===== src/rtl/dsp_drain_pkg.sv =====
// Shared types and helpers for the systolic column drain block.
// With DSP_DRAIN_SAT_EN defined, a saturating-add helper is also provided.
package dsp_drain_pkg;

  typedef enum logic [1:0] {IDLE, WAIT, CAPTURE, EMIT} drain_state_e;

  localparam int LANE_DW = 8;

  typedef struct packed {
    logic signed [LANE_DW:0] lane1;
    logic signed [LANE_DW:0] lane0;
  } lanes_t;

  // The upper lane was packed on top of a sign-extended lower lane, so a
  // negative lane0 borrowed one from lane1; adding w[7] back undoes that.
  function automatic lanes_t unpack_lanes(input logic [2*LANE_DW-1:0] w);
    lanes_t l;
    l.lane0 = {w[LANE_DW-1], w[LANE_DW-1:0]};
    l.lane1 = {w[2*LANE_DW-1], w[2*LANE_DW-1:LANE_DW]}
            + {{LANE_DW{1'b0}}, w[LANE_DW-1]};
    return l;
  endfunction

`ifdef DSP_DRAIN_SAT_EN
  typedef struct packed {
    logic [63:0] sum;
    logic        clamp;
  } sat_res_t;

  // Operands arrive sign-extended to 64 bits; the result is clamped to dw bits.
  function automatic sat_res_t sat_add(input logic signed [63:0] a,
                                       input logic signed [63:0] b,
                                       input int dw);
    logic signed [64:0] s;
    logic signed [64:0] hi;
    logic signed [64:0] lo;
    sat_res_t r;
    s  = {a[63], a} + {b[63], b};
    hi = (65'sd1 <<< (dw - 1)) - 65'sd1;
    lo = -(65'sd1 <<< (dw - 1));
    r.sum   = s[63:0];
    r.clamp = 1'b0;
    if (s > hi) begin
      r.sum   = hi[63:0];
      r.clamp = 1'b1;
    end else if (s < lo) begin
      r.sum   = lo[63:0];
      r.clamp = 1'b1;
    end
    return r;
  endfunction
`endif

endpackage


===== src/rtl/dsp_col_drain_psum_lane_unpack.sv =====
// One row of the accumulator bank: unpacks a psum word and overwrites or
// accumulates both lanes. DSP_DRAIN_SAT_EN selects saturating accumulation.
module psum_lane_unpack
  import dsp_drain_pkg::*;
#(
  parameter int VER_BUS_DW = 16,
  parameter int ACC_DW     = 24
) (
  input  logic                  clk,
  input  logic                  rst_n,
  input  logic [VER_BUS_DW-1:0] word,
  input  logic                  load,
  input  logic                  first,
`ifdef DSP_DRAIN_SAT_EN
  output logic                  clamp,
`endif
  output logic [2*ACC_DW-1:0]   acc
);

  lanes_t            lanes;
  logic [ACC_DW-1:0] ext0;
  logic [ACC_DW-1:0] ext1;
  logic [ACC_DW-1:0] acc0_reg;
  logic [ACC_DW-1:0] acc1_reg;
  logic [ACC_DW-1:0] acc0_next;
  logic [ACC_DW-1:0] acc1_next;
`ifdef DSP_DRAIN_SAT_EN
  sat_res_t          res0;
  sat_res_t          res1;
`endif

  assign lanes = unpack_lanes(word[2*LANE_DW-1:0]);
  assign ext0  = {{(ACC_DW-LANE_DW-1){lanes.lane0[LANE_DW]}}, lanes.lane0};
  assign ext1  = {{(ACC_DW-LANE_DW-1){lanes.lane1[LANE_DW]}}, lanes.lane1};

  always_comb begin
    acc0_next = acc0_reg;
    acc1_next = acc1_reg;
`ifdef DSP_DRAIN_SAT_EN
    clamp = 1'b0;
    res0  = sat_add({{(64-ACC_DW){acc0_reg[ACC_DW-1]}}, acc0_reg},
                    {{(64-ACC_DW){ext0[ACC_DW-1]}}, ext0}, ACC_DW);
    res1  = sat_add({{(64-ACC_DW){acc1_reg[ACC_DW-1]}}, acc1_reg},
                    {{(64-ACC_DW){ext1[ACC_DW-1]}}, ext1}, ACC_DW);
`endif
    if (load) begin
      if (first) begin
        acc0_next = ext0;
        acc1_next = ext1;
      end else begin
`ifdef DSP_DRAIN_SAT_EN
        acc0_next = res0.sum[ACC_DW-1:0];
        acc1_next = res1.sum[ACC_DW-1:0];
        clamp     = res0.clamp | res1.clamp;
`else
        acc0_next = acc0_reg + ext0;
        acc1_next = acc1_reg + ext1;
`endif
      end
    end
  end

  always_ff @(posedge clk or negedge rst_n) begin
    if (!rst_n) begin
      acc0_reg <= '0;
      acc1_reg <= '0;
    end else begin
      acc0_reg <= acc0_next;
      acc1_reg <= acc1_next;
    end
  end

  assign acc = {acc1_reg, acc0_reg};

endmodule


===== src/rtl/dsp_col_drain.sv =====
// Drains one systolic column's packed psum chain, accumulates per-row lanes
// across K-tiles and streams results. DSP_DRAIN_SAT_EN adds saturation + sat_flag.
module dsp_col_drain
  import dsp_drain_pkg::*;
#(
  parameter int VER_BUS_DW  = 16,
  parameter int ROWS        = 8,
  parameter int ACC_DW      = 24,
  parameter int CAPTURE_LAT = 2
) (
  input  logic                    clk,
  input  logic                    rst_n,
  input  logic                    drain_req,
  input  logic                    drain_last,
  output logic                    drain_ack,
  output logic                    busy,
  output logic                    psum_sel,
  input  logic [VER_BUS_DW-1:0]   col_in,
  output logic                    out_valid,
  input  logic                    out_ready,
  output logic [2*ACC_DW-1:0]     out_data,
  output logic [$clog2(ROWS)-1:0] out_row,
`ifdef DSP_DRAIN_SAT_EN
  output logic                    sat_flag,
`endif
  output logic                    out_last
);

  localparam int ROW_W  = $clog2(ROWS);
  localparam int WAIT_W = (CAPTURE_LAT > 1) ? $clog2(CAPTURE_LAT) : 1;
  localparam logic [ROW_W-1:0]  LAST_ROW = ROW_W'(ROWS - 1);
  localparam logic [WAIT_W-1:0] WAIT_END = WAIT_W'(CAPTURE_LAT - 1);

  drain_state_e      state_reg, state_next;
  logic [WAIT_W-1:0] wait_cnt_reg, wait_cnt_next;
  logic [ROW_W-1:0]  row_reg, row_next;
  logic              last_flag_reg, last_flag_next;
  logic              first_flag_reg, first_flag_next;
  logic              drain_ack_reg, drain_ack_next;
  logic [2*ACC_DW-1:0] acc_bank [ROWS];
`ifdef DSP_DRAIN_SAT_EN
  logic [ROWS-1:0]   clamp_vec;
  logic              sat_flag_reg, sat_flag_next;
`endif

  for (genvar gi = 0; gi < ROWS; gi++) begin : g_row
    psum_lane_unpack #(
      .VER_BUS_DW (VER_BUS_DW),
      .ACC_DW     (ACC_DW)
    ) u_row (
      .clk   (clk),
      .rst_n (rst_n),
      .word  (col_in),
      .load  ((state_reg == CAPTURE) && (row_reg == ROW_W'(gi))),
      .first (first_flag_reg),
`ifdef DSP_DRAIN_SAT_EN
      .clamp (clamp_vec[gi]),
`endif
      .acc   (acc_bank[gi])
    );
  end

  always_comb begin
    state_next      = state_reg;
    wait_cnt_next   = wait_cnt_reg;
    row_next        = row_reg;
    last_flag_next  = last_flag_reg;
    first_flag_next = first_flag_reg;
    drain_ack_next  = 1'b0;
    busy            = (state_reg != IDLE);
    psum_sel        = (state_reg == WAIT) || (state_reg == CAPTURE);
    out_valid       = (state_reg == EMIT);
    out_data        = '0;
    out_row         = '0;
    out_last        = 1'b0;

    case (state_reg)
      IDLE: begin
        if (drain_req) begin
          last_flag_next = drain_last;
          wait_cnt_next  = '0;
          state_next     = WAIT;
        end
      end
      WAIT: begin
        wait_cnt_next = wait_cnt_reg + 1'b1;
        if (wait_cnt_reg == WAIT_END) begin
          row_next   = '0;
          state_next = CAPTURE;
        end
      end
      CAPTURE: begin
        if (row_reg == LAST_ROW) begin
          first_flag_next = 1'b0;
          row_next        = '0;
          if (last_flag_reg) begin
            state_next = EMIT;
          end else begin
            drain_ack_next = 1'b1;
            state_next     = IDLE;
          end
        end else begin
          row_next = row_reg + 1'b1;
        end
      end
      EMIT: begin
        out_data = acc_bank[row_reg];
        out_row  = row_reg;
        out_last = (row_reg == LAST_ROW);
        if (out_ready) begin
          if (row_reg == LAST_ROW) begin
            drain_ack_next  = 1'b1;
            first_flag_next = 1'b1;
            row_next        = '0;
            state_next      = IDLE;
          end else begin
            row_next = row_reg + 1'b1;
          end
        end
      end
      default: state_next = IDLE;
    endcase

`ifdef DSP_DRAIN_SAT_EN
    // Sticky across tiles; a new output block starts clean.
    sat_flag_next = sat_flag_reg | (|clamp_vec);
    if (first_flag_next && !first_flag_reg) begin
      sat_flag_next = 1'b0;
    end
`endif
  end

  always_ff @(posedge clk or negedge rst_n) begin
    if (!rst_n) begin
      state_reg      <= IDLE;
      wait_cnt_reg   <= '0;
      row_reg        <= '0;
      last_flag_reg  <= 1'b0;
      first_flag_reg <= 1'b1;
      drain_ack_reg  <= 1'b0;
`ifdef DSP_DRAIN_SAT_EN
      sat_flag_reg   <= 1'b0;
`endif
    end else begin
      state_reg      <= state_next;
      wait_cnt_reg   <= wait_cnt_next;
      row_reg        <= row_next;
      last_flag_reg  <= last_flag_next;
      first_flag_reg <= first_flag_next;
      drain_ack_reg  <= drain_ack_next;
`ifdef DSP_DRAIN_SAT_EN
      sat_flag_reg   <= sat_flag_next;
`endif
    end
  end

  assign drain_ack = drain_ack_reg;
`ifdef DSP_DRAIN_SAT_EN
  assign sat_flag = sat_flag_reg;
`endif

endmodule


===== config.mk =====
export PLATFORM = sky130hd
export DESIGN_NAME = dsp_col_drain
export DESIGN_NICKNAME = d
export VERILOG_FILES = /design/src/rtl/dsp_drain_pkg.sv /design/src/rtl/dsp_col_drain_psum_lane_unpack.sv /design/src/rtl/dsp_col_drain.sv
export SDC_FILE = /design/constraint.sdc
export NUM_CORES = 2
export LEC_CHECK = 0
export CAP_MARGIN = 5
export CORE_MARGIN = 5
export CORE_UTILIZATION = 49
export DETAILED_ROUTE_END_ITERATION = 7
export PLACE_DENSITY = 0.65
export REMOVE_ABC_BUFFERS = 1
export SLEW_MARGIN = 30
export SYNTH_ARGS = -nofsm -noshare
export SYNTH_HDL_FRONTEND = slang
export SYNTH_SLANG_ARGS = --single-unit
export TNS_END_PERCENT = 20

===== constraint.sdc =====
create_clock -name clk -period 7.1 [get_ports clk]
set_input_delay 2.13 -clock clk [delete_from_list [all_inputs] [get_ports clk]]
set_output_delay 2.13 -clock clk [all_outputs]
set_load 0.005 [all_outputs]

==> Word level (Yosys, flattened, before mapping) <==
Cells that the tools add are included.
{ "word_totals": {"reg_bits": 393, "out_inout_bits": 56, "elab_cells": 122} }
{ "classes": {"n_addsub": 19, "magnitude_cmp": 1, "eq_ne": 15, "muxes": 44, "n_bitwise": 1, "n_reduce_logical": 20} }
{ "ops": {"columns": ["operator", "n"], "rows": [
  ["adder 24 bit", 16],
  ["2-to-1 mux 24 bit", 16],
  ["binary-select mux 48 bit (select 3 bit)", 1],
  ["2-to-1 mux 48 bit", 3],
  ["== test 3 bit, second input constant", 4],
  ["2-to-1 mux 2 bit", 6],
  ["2-to-1 mux 3 bit", 4],
  ["adder 8 x 2 -> 9 bit", 1],
  ["2-to-1 mux 1 bit", 9],
  ["case mux 3 bit (3 select lines)", 1],
  ["logical AND 1 bit", 8],
  ["case mux 2 bit (4 select lines)", 1],
  ["== test 3 x 2 -> 1 bit, second input constant", 2],
  ["!= test 2 x 1 -> 1 bit, second input constant", 3],
  ["case mux 1 bit (2 select lines)", 3],
  ["nonzero test 2 bit", 3],
  ["AND reduction 5 bit", 1],
  ["== test 2 bit, second input constant", 2],
  [">= comparator 4 bit, second input constant", 1],
  ["!= test 2 bit, second input constant", 2],
  ["inverter 3 -> 4 bit", 1],
  ["AND reduction 2 bit", 2],
  ["AND reduction 4 bit", 1],
  ["adder 3 x 1 -> 3 bit, second input constant", 1],
  ["other kinds (8)", 8]
]} }

==> Depth between registers and ports, before layout <==
{ "logic_depth": {"word_depth": 5, "ltp_mapped": 18} }

==> Hierarchy <==
A second synthesis with hierarchy kept.
{ "hier_totals": {"cells_unflattened": 4750, "area_unflattened_um2": 39705.6} }
{ "by_module_without_submodules": {"columns": ["mod", "instances", "cells_per_inst", "area_each_um2"], "rows": [
  ["psum_lane_unpack (g_row[4].u_row ...)", 4, 539, 4461.8],
  ["psum_lane_unpack (g_row[1].u_row ...)", 2, 517, 4459.3],
  ["psum_lane_unpack (g_row[3].u_row)", 1, 559, 4529.3],
  ["psum_lane_unpack (g_row[0].u_row)", 1, 543, 4510.6],
  ["dsp_col_drain", 1, 458, 3900.0]
]} }

==> Least setup slack after synthesis <==
Ideal clock, no wire load.
{ "synth_path": {"path_type": "in2reg", "startpoint": "input port col_in[7]", "endpoint": "register g_row[7].u_row.acc1_reg[20]", "t_arrival_ns": 8.710, "slack_ns": -1.736, "cell_stages": 18, "n_path_buf": 2, "cell_sequence": "ha_1 ha_1 nand2_1 nor2_1 a21bo_2 inv_1 clkbuf_1 ha_1 clkbuf_1 nand4_1 o21ai_0 o31a_1 o21a_1 o21ai_1 o21bai_1 a211o_1 xor2_1 a221o_1"} }
{ "synth_via": {"elab_chain_cells": 3} }
{ "synth_lines": {"columns": ["item", "line", "text"], "rows": [
  ["start: declaration", "dsp_col_drain.sv:18", "input logic [VER_BUS_DW-1:0] col_in,"],
  ["adder 8 x 2 -> 9 bit *", "dsp_drain_pkg.sv:20", "+ {{LANE_DW{1'b0}}, w[LANE_DW-1]};"],
  ["adder 24 bit", "dsp_col_drain_psum_lane_unpack.sv:57", "acc1_next = acc1_reg + ext1;"],
  ["2-to-1 mux 24 bit *", "dsp_col_drain_psum_lane_unpack.sv:47", "if (first) begin"],
  ["end signal: assignment", "dsp_col_drain_psum_lane_unpack.sv:69", "acc1_reg <= acc1_next;"],
  ["end: declaration", "dsp_col_drain_psum_lane_unpack.sv:24", "logic [ACC_DW-1:0] acc1_reg;"]
]} }
Mark *: on every way between the ends. The rest lies on a longest branch, timed or not.
A chain may end at the register's enable or synchronous reset.

==> Worst setup path after layout <==
{ "layout_path": {"startpoint": "input port col_in[8]", "endpoint": "register g_row[6].u_row.acc1_reg[22]"} }
{ "layout_via": {"elab_chain_cells": 3} }
{ "layout_lines": {"columns": ["item", "line"], "rows": [
  ["adder 8 x 2 -> 9 bit *", "dsp_drain_pkg.sv:20"],
  ["adder 24 bit", "dsp_col_drain_psum_lane_unpack.sv:57"],
  ["2-to-1 mux 24 bit *", "dsp_col_drain_psum_lane_unpack.sv:47"],
  ["end signal: assignment", "dsp_col_drain_psum_lane_unpack.sv:69"],
  ["end: declaration", "dsp_col_drain_psum_lane_unpack.sv:24"]
]} }
Marks and branches as above.

==> flow_metrics.env <==
export IMPL_synth_xor_xnor_area_share_pct=6.19
export IMPL_fin_util_pct=53.9
export IMPL_grt_pass1_wl_um=185000
export IMPL_finalInstanceArea_um2=40800
export IMPL_cts_buffers_inserted=50
export IMPL_tightest_slew_ns=0.960
export IMPL_portBuffers=76
export IMPL_syn_area_per_cell_um2=8.55
export IMPL_grt_max_degree=113
export IMPL_hold_viol=0
export IMPL_synthFlopType="dfrtp_1"
export IMPL_ys_seq_area_share_pct=26.4
export IMPL_cts_resized=0
export IMPL_track_usage_pct=28.1
export IMPL_place_congestion=0.938
export IMPL_grt_pass1_vias=31700
export IMPL_fp_dieW_um=286
export IMPL_max_clock_path_buffers=3
export IMPL_drt_iter0_drc=3216
export IMPL_drive_above_1_share_pct=7.14
export IMPL_post_cts_buffers=0
export IMPL_slowest_delay_ns=0.78
export IMPL_post_drt_wl_per_cell_um=22.2
export IMPL_slew_headroom_pct=35.7
export IMPL_synth_compound_area_share_pct=28.2
export IMPL_cts_hold_buf=0
export IMPL_yosys_area_share_simple_pct=14.8
export IMPL_setup_violations=0
export IMPL_ys_async_sr_fraction_pct=100
export IMPL_synthCells=4353
export IMPL_synth_top_area_cell="dfrtp_1"
export IMPL_setup_tns_ns=0
export IMPL_hpwl_um=86000
export IMPL_num_rows=101
export IMPL_die_h_um=286
export IMPL_cts_tree="done"
export IMPL_nNetsFinal=4755
export IMPL_start_util_pct=49.2
export IMPL_endpoint_kind="flop"
export IMPL_cts_sink_count=393
export IMPL_drt_wl_total_um=119000
export IMPL_cp_common_cell="ha_1"
export IMPL_clockRootBuffer="clkbuf_16"
export IMPL_fin_crit_sh_pct=88.5
export IMPL_area_growth_pct=9.58
export IMPL_via_per_inst=6.36
export IMPL_synth_edff_count=0
export IMPL_max_freq_ghz=0.159
export IMPL_diodes=0
export IMPL_synth_fa_ha_area_share_pct=13.9
export IMPL_vias=34000
export IMPL_hp_class="reg2reg"
export IMPL_min_period_ns=6.28
export IMPL_synthDistinctLibCells=92
export IMPL_yosys_area_top_type_share_pct=26.4
export IMPL_path_cells="clkdlybuf4s50_1, ha_1, ha_1, xor2_1, ha_1, a211oi_1, o21bai_1, a21oi_1, a211oi_1, o21a_1, o41ai_1, o21ai_1, xor2_1, a221o_1"
export IMPL_status="complete, no violations"
export IMPL_preCtsSetupSlack_ns=0.357
export IMPL_synth_common_cells="nand2_1, a21oi_1, dfrtp_1, ha_1, o21ai_0"
export IMPL_synthMuxAreaShare_pct=7.19
export IMPL_peakVddDrop_mv=0.200
export IMPL_htreeDepth=2
export IMPL_antenna_found_initial=1
export IMPL_num_io_pins=77
export IMPL_fp_coreArea_um2=75600
export IMPL_drt_pass1_iter_count=8
export IMPL_yosys_warnings=0
export IMPL_overflow=0
export IMPL_cp_data_arrival_time_ns=6.77
export IMPL_clk_pin_slew_ns=0.06
export IMPL_p_leak_nw=18.1
export IMPL_synth_top_family_by_area="compound AO/OA/AOI/OAI gates"
export IMPL_synth_seq_cells=393
export IMPL_setup_ws_ns=0.819
export IMPL_clk_latency_ns=0.62
export IMPL_hold_slack_ns=0.497
export IMPL_cp_max_fo=9
export IMPL_die_area_um2=81500
export IMPL_synth_area_leaders="dfrtp_1, ha_1, a21oi_1"
export IMPL_fin_skew_ns=0.0330
export IMPL_crit_type="in2reg"
export IMPL_yosysMostFrequentCell="nand2_1"
export IMPL_required_ns=7.59
export IMPL_crit_slowest_cell="xor2_1"
export IMPL_maxSlewViolCount=0
export IMPL_start_kind="primary input"
export IMPL_rsz0062_at_grt="no"
export IMPL_route_detailed_drc=0
export IMPL_dpl_cell_area_um2=39000
export IMPL_synthesis_area_um2=37200
export IMPL_power_density_nw_per_um2=379
export IMPL_ant_nets=0
export IMPL_max_cap_viol_count=0
[logic make-up (layout without fill, tap and decap cells)]
| group | Yosys count | count (layout) |
|---|---|---|
| muxes | 146 | 146 |
| buffers and inverters | 318 | 333 |
| xor gates and xnor gates | 263 | 263 |
| DFF | 393 | 393 |
| AOI/OAI and AO/OA | 1615 | 1615 |
| and+or+nand+nor | 1213 | 1213 |
| adders and majority gates | 405 | 405 |
[power by group]
group / internal (mW) / switching [mW] / total, mW
sequential: 3.02 / 0.962 / 3.98
combinational: 4.01 / 4.77 / 8.79
clock: 1.61 / 1.07 / 2.68
total: 8.64 / 6.81 / 15.4
[worst max-delay path, delay by kind of cell]
family                     cells  cell delay, ns
AOI/OAI and AO/OA              8            2.39
xor gates and xnor gates       2            0.94
adders and majority gates      3            0.86
buffers and inverters          1            0.44
[routing by layer]
| metal | global-route usage (%) | part of all wire (%) | vias to the layer above |
|---|---|---|---|
| met2 | 42.9 | 43 | 1191 |
| met3 | 3.90 | 8.0 | 153 |
| li1 | - | - | 16300 |
| met4 | 6.03 | 2.3 | 0 |
| met5 | 0 | 0 | - |
| met1 | 42.6 | 47 | 16400 |
[cell type report]
cell class              count  area (µm²)
flip-flops and latches    393        9850
well taps                 978        1220
multi-input cells        3642       26200
clock inverters            11         105
repair buffers            139        1370
clock buffers              80        1610
inverters                 103         394
fillers                  7049       34800
[through the flow]
step | total power [mW] | std cells
4_1_cts | 15.4 | 5346
6_report | 15.4 | 5346
3_5_place_dp | 12.6 | 5255
2_1_floorplan | 10.3 | 4138
3_3_place_gp | 12.5 | 5254
5_1_grt | 16.6 | 5346
[path summary, 6_finish.rpt]
check	cells past startpoint	endpoint	from	slack, ns
min in group asynchronous	1	g_row[7].u_row.acc0_reg[5]	rst_n	1.54
setup / recovery	14	g_row[6].u_row.acc1_reg[22]	col_in[8]	0.82
hold / removal	2	g_row[2].u_row.acc1_reg[7]	g_row[2].u_row.acc1_reg[7]	0.50
setup reg to reg	11	g_row[6].u_row.acc1_reg[22]	g_row[6].u_row.acc1_reg[0]	3.34
max in group asynchronous	2	g_row[7].u_row.acc1_reg[10]	rst_n	4.23
hold reg to reg	2	g_row[2].u_row.acc1_reg[7]	g_row[2].u_row.acc1_reg[7]	0.50
[placed cells by master, fill, tap and decap left out, types with 40 or more instances in the layout]
master             n
dfrtp_1          389
nor2b_1           47
clkdlybuf4s50_1   74
mux4_2            96
xnor2_1          160
ha_1             389
a31oi_1           70
o211ai_1          76
nor2_1           285
o21ai_0          318
and3_1            53
nand2b_1          42
buf_4             53
xor2_1           103
o21a_1           116
o21bai_1          40
nand2_1          488
nor3_1            78
a21oi_1          454
inv_1             99
a221o_1           48
clkbuf_16         53
nand3_1           64
a21o_1           175
Power figures use the tool's default switching activity.
